--- config.mk ---
export PLATFORM = sky130hd
export DESIGN_NAME = ub_feeder
export DESIGN_NICKNAME = d
export VERILOG_FILES = /design/src/rtl/ub_feeder.sv
export SDC_FILE = /design/constraint.sdc
export NUM_CORES = 1
export LEC_CHECK = 0
export ABC_AREA = 1
export CAP_MARGIN = 25
export CORE_MARGIN = 1.5
export CORE_UTILIZATION = 56
export DETAILED_ROUTE_END_ITERATION = 16
export GPL_TIMING_DRIVEN = 1
export PLACE_DENSITY = 0.78
export SETUP_SLACK_MARGIN = 0.02
export SKIP_LAST_GASP = 1
export SLEW_MARGIN = 10
export SYNTH_ARGS = -nofsm -noshare
export SYNTH_HDL_FRONTEND = slang
export SYNTH_SLANG_ARGS = --single-unit
--- constraint.sdc ---
create_clock -name clk -period 2.1 [get_ports clk]
set_input_delay 0.63 -clock clk [delete_from_list [all_inputs] [get_ports clk]]
set_output_delay 0.63 -clock clk [all_outputs]
set_load 0.01 [all_outputs]
--- src/rtl/ub_feeder.sv ---
// Unified-buffer read sequencer: fetches a tile one entry per cycle, packs SIZE entries
// per row and launches each row into the array's activation lanes with a diagonal skew.
module ub_feeder #(
    parameter int unsigned SIZE             = 8,
    parameter int unsigned ACTIVATION_WIDTH = 7,
    parameter int unsigned ADDR_WIDTH       = 6
) (
    input  logic                             clk,
    input  logic                             rst_n,
    input  logic                             Start,
    input  logic [ADDR_WIDTH-1:0]            Base_Addr,
    input  logic [3:0]                       Num_Rows,
    output logic [ADDR_WIDTH-1:0]            Rd_Addr,
    output logic                             Rd_En,
    input  logic [ACTIVATION_WIDTH-1:0]      Rd_Data,
    output logic [SIZE*ACTIVATION_WIDTH-1:0] Act_Out,
    output logic [SIZE-1:0]                  Act_Valid,
    output logic                             Busy,
    output logic                             Done
);

    localparam int unsigned AW = ACTIVATION_WIDTH;
    localparam int unsigned SW = (SIZE > 1) ? $clog2(SIZE) : 1;

    localparam logic [1:0] StIdle  = 2'd0;
    localparam logic [1:0] StFetch = 2'd1;
    localparam logic [1:0] StDrain = 2'd2;
    localparam logic [1:0] StDone  = 2'd3;

    logic [1:0]            state_q, state_d;
    logic [ADDR_WIDTH-1:0] addr_q, addr_d;
    logic [3:0]            rows_q, rows_d;
    logic [3:0]            row_cnt_q, row_cnt_d;
    logic [SW-1:0]         slot_q, slot_d;
    logic [AW-1:0]         row_buf_q [SIZE-1];

    logic load;
    logic last_read;
    logic slot_wrap;

    // The last slot of each row is never stored: it goes straight from Rd_Data into the lanes.
    assign slot_wrap = (slot_q == SW'(SIZE - 1));
    assign load      = (state_q == StFetch) && slot_wrap;
    assign last_read = load && (row_cnt_q == rows_q - 4'd1);

    always_comb begin
        state_d   = state_q;
        addr_d    = addr_q;
        rows_d    = rows_q;
        row_cnt_d = row_cnt_q;
        slot_d    = slot_q;
        case (state_q)
            StIdle: begin
                if (Start) begin
                    if (Num_Rows != 4'd0) begin
                        state_d   = StFetch;
                        addr_d    = Base_Addr;
                        rows_d    = (Num_Rows > 4'(SIZE)) ? 4'(SIZE) : Num_Rows;
                        row_cnt_d = '0;
                        slot_d    = '0;
                    end else begin
                        state_d = StDone;
                    end
                end
            end
            StFetch: begin
                slot_d = slot_wrap ? '0 : slot_q + SW'(1);
                if (load) begin
                    row_cnt_d = row_cnt_q + 4'd1;
                end
                // Rd_Addr freezes on the final read address for the rest of the command.
                if (last_read) begin
                    state_d = StDrain;
                end else begin
                    addr_d = addr_q + ADDR_WIDTH'(1);
                end
            end
            StDrain: begin
                // slot_q has wrapped to 0 on entry and doubles as the drain counter.
                slot_d = slot_wrap ? '0 : slot_q + SW'(1);
                if (slot_wrap) begin
                    state_d = StDone;
                end
            end
            StDone: begin
                state_d = StIdle;
            end
            default: begin
                state_d = StIdle;
            end
        endcase
    end

    always_ff @(posedge clk) begin
        if (!rst_n) begin
            state_q   <= StIdle;
            addr_q    <= '0;
            rows_q    <= '0;
            row_cnt_q <= '0;
            slot_q    <= '0;
        end else begin
            state_q   <= state_d;
            addr_q    <= addr_d;
            rows_q    <= rows_d;
            row_cnt_q <= row_cnt_d;
            slot_q    <= slot_d;
        end
    end

    always_ff @(posedge clk) begin
        if (state_q == StFetch) begin
            for (int s = 0; s < int'(SIZE) - 1; s++) begin
                if (slot_q == SW'(s)) begin
                    row_buf_q[s] <= Rd_Data;
                end
            end
        end
    end

    assign Rd_Addr = addr_q;
    assign Rd_En   = (state_q == StFetch);
    assign Busy    = (state_q != StIdle);
    assign Done    = (state_q == StDone);

    for (genvar i = 0; i < int'(SIZE); i++) begin : g_lane
        logic [AW-1:0] dat_q [i+1];
        logic [i:0]    vld_q;
        logic [AW-1:0] row_val;

        if (i == int'(SIZE) - 1) begin : g_direct
            assign row_val = Rd_Data;
        end else begin : g_buf
            assign row_val = row_buf_q[i];
        end

        // Lane i is an (i+1)-deep chain, giving the i-cycle skew relative to lane 0.
        always_ff @(posedge clk) begin
            if (!rst_n) begin
                vld_q <= '0;
                for (int j = 0; j <= i; j++) begin
                    dat_q[j] <= '0;
                end
            end else begin
                vld_q[0] <= load;
                dat_q[0] <= load ? row_val : '0;
                for (int j = 1; j <= i; j++) begin
                    vld_q[j] <= vld_q[j-1];
                    dat_q[j] <= dat_q[j-1];
                end
            end
        end

        assign Act_Valid[i]        = vld_q[i];
        assign Act_Out[i*AW +: AW] = vld_q[i] ? dat_q[i] : '0;
    end

endmodule

==> results.py <==
metrics = {
    "outcome": {
        "run_status": "finished, final reports clean",
    },
    "final_layout": {
        "number_of_nets_in_the_final_layout": 1312,
        "layout_common_cells": "inv_1 (344), nand2_1 (308), dfxtp_1 (268)",
        "num_antenna_cells": 0,
        "area.growth.synth_to_final_pct": 19.88,
        "final_common_cell": "inv_1",
        "final_layout_size_suffix_gt1_frac": 0.06533,
        "fillCellCount": 1337,
        "postLayoutCellArea_um2": 12600,
    },
    "power": {
        "pwr-share-seq": 0.520,
        "internal_power_mw": 9.892,
        "p_switching_mw": 2.924,
        "power_switching_share": 0.2282,
        "p_leak_nw": 7.613,
        "clock_power_share": 0.388,
        "ir_drop_v": 0.0008587,
        "power.density_nw_per_um2": 1017,
        "design_power_total_mw": 12.82,
        "power.share.combinational": 0.092,
    },
    "clock_network": {
        "clkTransAtPathRegs_ps": 60,
        "tritoncts": "built",
        "htree_levels": 1,
        "cts-root-to-sink-buffers": 3,
        "root_buffer": "clkbuf_16",
        "cts_buffers": 29,
        "numClockSinks": 328,
        "worstSkewPairLatency_ps": 520,
    },
    "worst_hold_path": {
        "min-delay-path-class": "in -> reg",
    },
    "timing": {
        "setup_repair_after_global_routing_missed_its_margin": "no",
        "max-slew-margin-rel": 0.5853,
        "final_max_slew_viol_count": 0,
        "period_minus_slack_ps": 2033,
        "fmax_mhz": 492.0,
        "tightest_slew_ps": 622.0,
        "timing.final.crit_share": 0.9680,
        "hold_viol": 0,
        "fin_hold_ws_ps": 365.6,
        "finalSetupViolations": 0,
        "finalClockSkew_ps": 5.330,
    },
    "yosys": {
        "synthAdderAreaFrac": 0.01548,
        "synth_cells": 1177,
        "post_synth.cell_area_avg_um2": 8.930,
        "synth_xor_xnor_area_share": 0.004167,
        "yosys.cell_types.count": 27,
        "synth_area_leaders": "dfxtp_1 (53%), edfxtp_1 (14%), inv_1 (12%)",
        "synth.yosys.warnings": 0,
        "synth_compound_area_frac": 0.01643,
        "fraction_of_the_mapped_netlist_area_in_simple_logic_gates": 0.1519,
        "post_synthesis_cell_area_um2": 10510,
        "synth_top_cell_area_share": 0.5314,
        "synth_fp_nets": 1210,
        "yosys-mux-area-fraction": 0,
        "synth_seq_cells": 328,
        "synth_sequential_area_ratio": 0.6714,
        "combinational_family_with_the_most_area_after_synthesis": "simple AND/OR/NAND/NOR gates",
        "synth_top_area_cell": "dfxtp_1",
    },
    "run": {
        "maxCapViolations": 0,
    },
    "detailed_routing": {
        "routed-via-count": 6376,
        "route.detailed.wl_per_inst_um": 10.22,
        "avgViaCountPerCell": 4.167,
        "drtAntennaViolNets": 0,
        "initialDrtViolationCount": 332,
        "drc": 0,
        "drt_pass1_iterations": 5,
        "drt_wl_total_um": 15640,
    },
    "global_routing": {
        "grt_use_total": 0.1630,
        "vias_in_the_first_global_route": 5795,
        "grt_pass1_wl_um": 26320,
        "grt-ovfl-total": 0,
        "largest_net_degree_at_the_start_of_global_routing": 135,
        "grt_antenna_before_repair": 0,
    },
    "worst_setup_path": {
        "crit_path_start_kind": "flip-flop",
        "path_max_fanout": 5,
        "critical_path_arrival_ps": 1400,
        "setup.worst_path.class": "reg -> out",
        "critPathCaptureType": "output pin",
        "cp.required_ps": 1470,
    },
    "floorplanning": {
        "initial_utilization": 0.5772,
        "die_outline_width_um": 140.0,
        "design.portCount": 93,
        "die_height_um": 140.0,
        "die_outline_area_um2": 19600,
        "total_core_area_um2": 18210,
        "floorplan_row_count": 49,
    },
    "place": {
        "detailed_place_hpwl_um": 9351,
        "placed_area_um2": 11660,
        "place_congestion": 0.7896,
        "io_buffer_count": 92,
    },
}
==> sequential cells by signal, indices dropped and copies added (netlist names) <==
signal / cells
Rd_Addr: 6
row_cnt_q: 4
g_lane.vld_q: 8
g_lane.dat_q: 252
row_buf_q: 49
slot_q: 3
rows_q: 4
state_q: 2
==> per-layer routing <==
metal / up-vias / GRT usage / routed length (µm)
li1: 3506 / - / -
met5: - / 0 / 0
met3: 26 / 0.02803 / 758
met1: 2710 / 0.2062 / 6908
met4: 0 / 0.05152 / 291
met2: 134 / 0.2859 / 7679
==> path summary, 6_finish.rpt <==
check | from | end | slack, ps | depth (start not counted)
worst max-delay path | state_q[0]$_SDFFE_PN0P_ | Busy | 70 | 4
worst min-delay path | rst_n | g_lane[7].dat_q[0][20]$_SDFF_PN0_ | 370 | 3
worst max register to register | state_q[1]$_SDFFE_PN0P_ | row_cnt_q[0]$_SDFFE_PN0P_ | 310 | 8
worst min register to register | g_lane[3].dat_q[2][6]$_SDFF_PN0_ | g_lane[3].dat_q[3][6]$_SDFF_PN0_ | 410 | 2
==> worst max-delay path, cell delays in order (launching register included) <==
cell      delay, ps
dfxtp_4         370
inv_1            60
ha_1            230
inv_2            90
clkbuf_2        130
==> what timing repair did <==
action,CTS,global route
setup endpoints to repair,73,16
hold buffers,0,0
pin swaps,0,0
buffers inserted,5,0
gates cloned,0,0
resized for setup,89,17
==> final cells by class <==
cell class / instances / area, µm² / share of cell area
timing repair buffer: 110 / 1022 / 0.08113
clock buffer: 44 / 853.3 / 0.06773
clock inverter: 9 / 67.56 / 0.005362
sequential: 328 / 7088 / 0.5626
multi-input combinational: 462 / 1976 / 0.1568
inverter: 348 / 1306 / 0.1037
tap: 229 / 286.5 / 0.02274
==> power groups by stage <==
stage | sequential (mW) | clock [mW] | combinational, mW
2_1_floorplan | 6.79 | 0 | 0.792
4_1_cts | 6.66 | 5.11 | 1.18
5_1_grt | 6.68 | 5.38 | 1.34
6_report | 6.67 | 4.97 | 1.18
3_5_place_dp | 6.80 | 0 | 1.19
3_3_place_gp | 6.79 | 0 | 1.16
==> synth_stat cells, drive strengths merged <==
library cell and count:
nor3 1, nor2 77, a31oi 1, ha 13
xnor2 1, edfxtp 49, clkbuf 19, nand2 313
o211ai 1, xor2 4, nand3 20, clkinv 1
nand3b 1, a21oi 17, o21ai 11, a211oi 2
buf 20, dfxtp 279, inv 347
==> cell families after synthesis <==
kind of cell,after synthesis
and+or+nand+nor,412
buffers and inverters,387
DFF,328
AOI/OAI and AO/OA,32
xor gates and xnor gates,5
adders and majority gates,13
==> per-stage QoR <==
| step | cells | setup WS (ps) | TNS (ps) | util |
|---|---|---|---|---|
| 6_report | 1530 | 67.29 | 0 | 0.6920 |
| 5_1_grt | 1530 | 20.94 | 0 | 0.6920 |
| 4_1_cts | 1530 | -150.9 | -987.0 | 0.6911 |
| 3_5_place_dp | 1472 | -21.50 | -21.50 | 0.6402 |
| 3_3_place_gp | 1472 | 106.3 | 0 | 0.6402 |
| 2_1_floorplan | 1177 | 185.3 | 0 | - |
(Power assumes the default switching activity.)
